===== src/rtl/mul_div_unit.sv =====
// mul_div_unit: iterative multiply/divide unit holding the architectural HI/LO
// registers. One operation takes WIDTH+1 cycles after the start edge: WIDTH
// shift-add / restoring shift-subtract iterations on magnitudes, then one
// sign-fixup cycle that writes HI/LO and raises done for a cycle.
//
// Ports
//   clk, rst_n      clock, async active-low reset
//   start, op       op: 00 MULTU, 01 MULT, 10 DIVU, 11 DIV (sampled in IDLE)
//   a, b            operands (dividend / divisor for divides)
//   hi_we, lo_we    MTHI / MTLO enables, data on wdata (IDLE and !start only)
//   hi, lo          HI / LO registers
//   busy            operation in progress
//   done            one-cycle pulse after HI/LO are written by an operation
//   div_zero        last operation was a divide by zero (held until next start)
module mul_div_unit #(
  parameter int WIDTH = 32
) (
  input  logic             clk,
  input  logic             rst_n,
  input  logic             start,
  input  logic [1:0]       op,
  input  logic [WIDTH-1:0] a,
  input  logic [WIDTH-1:0] b,
  input  logic             hi_we,
  input  logic             lo_we,
  input  logic [WIDTH-1:0] wdata,
  output logic [WIDTH-1:0] hi,
  output logic [WIDTH-1:0] lo,
  output logic             busy,
  output logic             done,
  output logic             div_zero
);

  localparam int CW = $clog2(WIDTH) + 1;

  typedef enum logic [1:0] {IDLE, CALC, SIGN} state_t;

  state_t             state;
  logic [1:0]         op_q;
  logic               sa_q, sb_q, bz_q;
  logic [WIDTH-1:0]   a_q;
  logic [WIDTH-1:0]   dvs_q;   // |b|: multiplicand or divisor
  logic [2*WIDTH-1:0] acc_q;   // mul: {partial, multiplier}; div: {rem, dividend/quotient}
  logic [CW-1:0]      cnt_q;

  logic [WIDTH-1:0]   abs_a, abs_b;
  logic [WIDTH:0]     madd, rsh, rdiff;
  logic [2*WIDTH-1:0] acc_nxt, prod;
  logic [WIDTH-1:0]   quo_s, rem_s;

  assign busy = (state != IDLE);

  // Sign bits are only meaningful for signed ops; unsigned ops take raw values.
  always_comb begin
    abs_a = (op[0] && a[WIDTH-1]) ? -a : a;
    abs_b = (op[0] && b[WIDTH-1]) ? -b : b;
  end

  // One iteration of either algorithm.
  always_comb begin
    madd  = {1'b0, acc_q[2*WIDTH-1:WIDTH]} + {1'b0, dvs_q};
    // Remainder shifted left with the next dividend bit; WIDTH+1 bits so the
    // compare against a full-width divisor cannot overflow.
    rsh   = acc_q[2*WIDTH-1:WIDTH-1];
    rdiff = rsh - {1'b0, dvs_q};
    if (!op_q[1])
      acc_nxt = acc_q[0] ? {madd, acc_q[WIDTH-1:1]} : {1'b0, acc_q[2*WIDTH-1:1]};
    else if (!rdiff[WIDTH])
      acc_nxt = {rdiff[WIDTH-1:0], acc_q[WIDTH-2:0], 1'b1};
    else
      acc_nxt = {rsh[WIDTH-1:0], acc_q[WIDTH-2:0], 1'b0};
  end

  // Sign fixup (sa_q/sb_q are zero for unsigned ops).
  always_comb begin
    prod  = (sa_q ^ sb_q) ? -acc_q : acc_q;
    quo_s = (sa_q ^ sb_q) ? -acc_q[WIDTH-1:0] : acc_q[WIDTH-1:0];
    rem_s = sa_q ? -acc_q[2*WIDTH-1:WIDTH] : acc_q[2*WIDTH-1:WIDTH];
  end

  always_ff @(posedge clk or negedge rst_n) begin
    if (!rst_n) begin
      state    <= IDLE;
      op_q     <= '0;
      sa_q     <= 1'b0;
      sb_q     <= 1'b0;
      bz_q     <= 1'b0;
      a_q      <= '0;
      dvs_q    <= '0;
      acc_q    <= '0;
      cnt_q    <= '0;
      hi       <= '0;
      lo       <= '0;
      done     <= 1'b0;
      div_zero <= 1'b0;
    end else begin
      done <= 1'b0;
      case (state)
        IDLE: begin
          if (start) begin
            op_q     <= op;
            a_q      <= a;
            dvs_q    <= abs_b;
            sa_q     <= op[0] & a[WIDTH-1];
            sb_q     <= op[0] & b[WIDTH-1];
            bz_q     <= (b == '0);
            acc_q    <= {{WIDTH{1'b0}}, abs_a};
            cnt_q    <= '0;
            div_zero <= 1'b0;
            state    <= CALC;
          end else begin
            if (hi_we) hi <= wdata;
            if (lo_we) lo <= wdata;
          end
        end
        CALC: begin
          acc_q <= acc_nxt;
          cnt_q <= cnt_q + 1'b1;
          if (cnt_q == CW'(WIDTH - 1)) state <= SIGN;
        end
        SIGN: begin
          state <= IDLE;
          done  <= 1'b1;
          if (!op_q[1]) begin
            {hi, lo} <= prod;
          end else if (bz_q) begin
            // Divide by zero: dividend passes through to HI, LO saturates.
            hi       <= a_q;
            lo       <= '1;
            div_zero <= 1'b1;
          end else begin
            hi <= rem_s;
            lo <= quo_s;
          end
        end
        default: state <= IDLE;
      endcase
    end
  end

endmodule


===== config.mk =====
export PLATFORM = sky130hd
export DESIGN_NAME = mul_div_unit
export DESIGN_NICKNAME = d
export VERILOG_FILES = /design/src/rtl/mul_div_unit.sv
export SDC_FILE = /design/constraint.sdc
export NUM_CORES = 1
export LEC_CHECK = 0
export CORE_MARGIN = 1.5
export CORE_UTILIZATION = 25
export CTS_BUF_LIST = sky130_fd_sc_hd__clkbuf_4 sky130_fd_sc_hd__clkbuf_8
export DETAILED_ROUTE_END_ITERATION = 6
export MAX_ROUTING_LAYER = met4
export PLACE_DENSITY = 0.42
export SETUP_SLACK_MARGIN = 0.3
export SYNTH_ARGS = -nofsm -noshare
export SYNTH_HDL_FRONTEND = slang
export SYNTH_SLANG_ARGS = --single-unit

===== constraint.sdc =====
create_clock -name clk -period 4 [get_ports clk]
set_input_delay 0.6 -clock clk [delete_from_list [all_inputs] [get_ports clk]]
set_output_delay 0.6 -clock clk [all_outputs]
set_load 0.01 [all_outputs]

== Word-level counts from Yosys, hierarchy flattened ==
Index checks and enable logic that the tools add are counted.

* ROM bits: 0
* Memory bits (writable): 0
* Output and inout port bits: 67
* Memories: 0
* Bits in latches: 0
* Word-level logic and storage cells: 77
* Input bits: 103
* Flip-flop bits (word level): 207

* Reduce and logical (&&, ||, !) cells: 13
* Bitwise operators: 3
* Div/mod/pow operators: 0
* Magnitude comparators: 0
* Add/subtract/negate cells: 8
* Mux-type cells: 30
* Shift operators: 0
* Equal/unequal tests: 10
* $mul: 0

{| class="wikitable"
|+ Operators by type and width
! operator !! count
|-
| $mux W32 || 12
|-
| $mux W64 || 5
|-
| $neg A32 Y32 || 4
|-
| $pmux W32 S2 || 2
|-
| $pmux W64 S2 || 1
|-
| $neg A64 Y64 || 1
|-
| $add A32 B32 Y33 || 1
|-
| $sub A33 B32 Y33 || 1
|-
| $logic_not A32 Y1 || 1
|-
| $ne A2 B2 Y1 const B || 7
|-
| $pmux W6 S2 || 1
|-
| $add A6 B1 Y6 const B || 1
|-
| $eq A6 B5 Y1 const B || 1
|-
| $mux W6 || 1
|-
| $reduce_and A2 Y1 || 3
|-
| $reduce_and A3 Y1 || 2
|-
| $reduce_bool A2 Y1 || 3
|-
| $mux W1 || 4
|-
| $mux W2 || 2
|-
| $pmux W2 S2 || 1
|-
| $reduce_and A4 Y1 || 1
|-
| $and A1 B1 Y1 || 2
|-
| $eq A2 B1 Y1 const B || 1
|-
| $eq A2 B2 Y1 const B || 1
|-
| 4 further kinds || 5
|}

== Longest topological paths before layout ==
* Word-level depth: 5
* Gate-level depth with buffers: 15
* Mapped depth without buffers: 12

== Least setup slack after synthesis ==
OpenSTA, ideal clock, no wires.

* Path kind: reg-to-reg
* From: register acc_q[31]
* To: register acc_q[46]
* Arrival time: 3430 ps
* Required time: 3879 ps
* Stages on the path, launching flop included: 15
* Period minus slack after synthesis: 3551 ps
* Library setup time: 121 ps
* Path buffers: 3
* Setup slack: 449 ps
* Cell sequence: dfrtp_1 -> clkbuf_1 -> inv_1 -> ha_1 -> fa_1 -> nand2b_1 -> a211oi_1 -> o21ai_0 -> a21oi_1 -> nor2_1 -> o311ai_1 -> clkbuf_1 -> clkbuf_1 -> o211ai_1 -> a22o_1

* Cells in the longest elaborated chain, start to end: 4

{| class="wikitable"
|+ Ends and longest elaborated chain
! item !! RTL line !! text
|-
| start: declaration || 43 || <nowiki>logic [2*WIDTH-1:0] acc_q;</nowiki>
|-
| start signal: assignment || 107 || <nowiki>acc_q <= {{WIDTH{1'b0}}, abs_a};</nowiki>
|-
| start signal: assignment || 117 || <nowiki>acc_q <= acc_nxt;</nowiki>
|-
| $sub A33 B32 Y33 || 65 || <nowiki>rdiff = rsh - {1'b0, dvs_q};</nowiki>
|-
| $mux W64 || 68 || <nowiki>else if (!rdiff[WIDTH])</nowiki>
|-
| $mux W64 || 66 || <nowiki>if (!op_q[1])</nowiki>
|-
| $pmux W64 S2 || 98 || <nowiki>case (state)</nowiki>
|}

No other way between the ends.
A chain may end at the register's enable or synchronous reset.

== Final worst setup path ==
* From: register acc_q[42]
* To: register acc_q[60]

* Cells in the longest elaborated chain, start to end: 4
* Elaborated cells between the ends (all ways): 6
* Classes of those cells: add/sub: 2; mux: 4

{| class="wikitable"
|+ Ends and longest elaborated chain
! item !! RTL line
|-
| $sub A33 B32 Y33 or $add A32 B32 Y33 (tied branches) || 65, 61
|-
| $mux W64, on equally long branches || 68, 67
|-
| $mux W64 * || 66
|-
| $pmux W64 S2 * || 98
|}

Every way passes the cells marked *; elsewhere a longest branch is shown, timed or not.

==> impl_metrics.py <==
metrics = {
    "layout": {
        "fillCellCount": 7102,
        "regArea_um2": 5160,
        "fin_util_pct": 31.5,
        "multi_input_area_um2": 10800,
        "final_layout_size_suffix_gt1_share_pct": 9.09,
        "final_net_count": 2484,
        "area_growth_pct": 24.0,
    },
    "yosys": {
        "synth.top_cell.area_share_pct": 30.7,
        "synth_nets": 2333,
        "synth_top_area_cell": "dfrtp_1",
        "synth-seq-cells": 206,
        "yosys_warnings": 0,
        "seq_area_frac_synth_pct": 30.7,
        "yosys.cell_types.count": 76,
        "async_reset_ff_share_pct": 100,
        "syn_area_per_cell_um2": 7.77,
        "synth_cells": 2159,
        "synth_ff_type": "dfrtp_1",
        "synthTopCellsByArea": "dfrtp_1, nand2_1, o21ai_0",
        "synth_edf_count": 0,
        "synth_area_um2": 16800,
    },
    "clocking": {
        "cts-htree-levels": 2,
        "clkLatencyLatePin_ps": 660,
        "clk_path_buf_depth": 3,
        "cts_sinks": 206,
        "post_cts_buffers": 0,
        "cts.clk_slew.worst_paths_ps": 60,
        "cts_tree": "done",
        "numCtsBuffers": 44,
        "cts-root-buf": "clkbuf_8",
    },
    "critical_path": {
        "worstPathArrival_ps": 4080,
        "end_kind": "register",
        "critPathLaunchType": "register",
        "slowest_delay_ps": 590,
        "critPathMaxFanout": 9,
        "slowest_stage": "a2111oi_0",
        "critical_path_class": "register to register",
        "required_ps": 4510,
        "path_cells": "ha_1 -> nand4_1 -> a2111oi_0 -> a41o_1 -> o21ai_0 -> o31ai_1 -> buf_4 -> a32oi_1 -> mux2i_1 -> nand3_1 -> a32o_1",
    },
    "detailed_routing": {
        "dr.pass1.iters": 7,
        "ant_nets": 0,
        "wl_um": 73800,
        "wl_per_cell_um": 23.0,
        "drc": 0,
        "vias": 17000,
        "vias_per_cell": 5.30,
        "drt_iter0_markers": 1289,
    },
    "global_route": {
        "grt_busiest_layer": "met2",
        "grt_max_degree": 86,
        "antenna_found_initial": 1,
        "grt_pass1_wl_um": 109000,
        "grt-ovfl-total": 0,
        "use_met1_pct": 29.7,
        "grt_pass1_vias": 16700,
        "gr-usage-met3_pct": 3.02,
        "track_usage_pct": 21.9,
        "global_route.usage.met2_pct": 33.7,
    },
    "timing": {
        "skew_ps": 45.2,
        "setup_violations": 0,
        "worstMarginPinSlew_ps": 1010,
        "drv_slew": 0,
        "hold_viol": 0,
        "rsz0062_at_grt": "yes",
        "fin_tns_setup_ps": 0,
        "fmax_ghz": 0.280,
        "max_slew_margin_pct": 32.7,
        "finalCritPeriodShare_pct": 89.1,
        "period_minus_slack_ps": 3570,
    },
    "power": {
        "power_w": 0.0173,
        "cellPowerDensity_nw_per_um2": 833,
        "ir_drop_mv": 0.458,
        "leakagePower_nw": 8.63,
    },
    "die": {
        "dieWidth_um": 262,
        "initial_core_util_pct": 25.4,
        "num_io_pins": 170,
        "coreArea_um2": 66100,
        "die_h_um": 262,
        "row_count": 94,
        "dieArea_um2": 68700,
    },
    "place": {
        "io_buffers": 169,
        "hpwlAfterDp_um": 56700,
        "place_congestion": 0.924,
    },
    "job": {
        "drv_cap": 0,
    },
    "hold_path": {
        "hold_class": "register to register",
    },
    "status": {
        "outcome": "complete, no violations",
    },
}
[layout by cell type (no fill, tap or decap), types with 15 or more instances in the layout]
cell type        instances
nor2_1                 141
nand2b_1                19
nand3_1                 48
ha_1                    69
or3_1                   26
clkdlybuf4s50_1        168
nor4_1                  21
o21ai_0                221
a21oi_1                151
o22ai_1                 44
a21o_1                  25
nand2_1                323
a211oi_1                24
mux2i_1                 66
xnor2_1                 97
inv_1                   70
o31ai_1                 30
buf_4                   93
o211ai_1                39
dfrtp_1                205
clkbuf_8                58
a31oi_1                 19
nor3_1                  48
o221ai_1                15
xor2_1                  88
[sequential cells by signal, indices dropped and copies added (netlist names)]
| signal | count |
|---|---|
| a_q | 32 |
| acc_q | 64 |
| bz_q | 1 |
| cnt_q | 6 |
| div_zero | 1 |
| done | 1 |
| dvs_q | 32 |
| hi | 32 |
| lo | 32 |
| op_q | 1 |
| sa_q | 1 |
| sb_q | 1 |
| state | 2 |
[metrics by stage]
stage | worst slack [ps] | area, um2 | std cells | hold WS (ps)
after floorplan | 449 | 16800 | 2159 | 304
after global placement | 285 | 19800 | 3127 | 457
after detailed placement | 279 | 19800 | 3127 | 465
after CTS | 311 | 20800 | 3206 | 478
after global routing | 296 | 20800 | 3207 | 505
final | 435 | 20800 | 3208 | 471
[worst max-delay path: cells and delay by family, from the launching register on]
kind | cells | cell delay (ps)
simple gates | 2 | 310
mux | 1 | 190
compound gates | 6 | 1720
buf+inv | 1 | 180
flops | 1 | 540
fa+ha+maj | 1 | 470
[cells by family after synthesis]
kind of cell / share of synthesized area (%)
simple gates: 19.2
flops: 30.7
xor+xnor: 9.76
compound gates: 25.4
buf+inv: 5.38
fa+ha+maj: 5.38
mux: 4.20
[area by class of cell]
class	instances	share of cell area (%)
antenna	2	0.0240
inverter	74	1.33
timing repair buffer	266	11.8
clock inverter	8	0.655
tap	864	5.19
multi-input combinational	1718	51.9
sequential	206	24.8
clock buffer	70	4.27
[power by group]
| part | total [W] | internal, W | leakage, nW | switching, W |
|---|---|---|---|---|
| clock | 0.00275 | 0.00161 | 0.540 | 0.00114 |
| sequential | 0.00388 | 0.00285 | 2.52 | 0.00103 |
| combinational | 0.0107 | 0.00450 | 5.57 | 0.00622 |
[final timing paths]
kind	start	to	slack, ps	cells after the start
min in group asynchronous	rst_n	lo[5]	570	2
setup reg to reg	acc_q[42]	acc_q[60]	430	11
hold reg to reg	a_q[30]	a_q[30]	470	2
max in group asynchronous	rst_n	dvs_q[20]	2420	3
hold / removal	a_q[30]	a_q[30]	470	2
setup / recovery	acc_q[42]	acc_q[60]	430	11
[what timing repair did]
item                                    in CTS  in global routing
hold endpoints to repair                    25                  0
endpoints found under the setup margin       1                 38
resized for setup                            1                  8
hold buffers                                 1                  0
[cells in the mapped netlist (5+ instances only)]
cell type and n:
o21a_1 7, nor3_1 48, a221o_1 9, nand2b_1 20
o221ai_1 15, xor2_1 89, nor4_1 22, a21oi_1 152
nor2_1 143, nand4_1 12, ha_1 69, dfrtp_1 206
o211ai_1 39, nand3_1 48, and2_1 6, inv_1 72
a22oi_1 8, nor2b_1 8, or3_1 26, buf_2 5
o21bai_1 9, a31oi_1 19, nand2_1 323, a21o_1 25
o41ai_1 14, o31ai_1 30, a32o_1 12, o22ai_1 44
a221oi_1 6, xnor2_1 98, mux2i_1 66, and3_1 13
or2_2 8, clkbuf_1 141, a211oi_1 26, buf_1 13
o21ai_0 222, or4_1 12
[metal layers]
layer	part of all wire, %	vias up
li1	-	8109
met2	45	515
met5	0	-
met3	5.6	107
met1	46	8285
met4	2.9	0
Power figures use the tool's default switching activity.
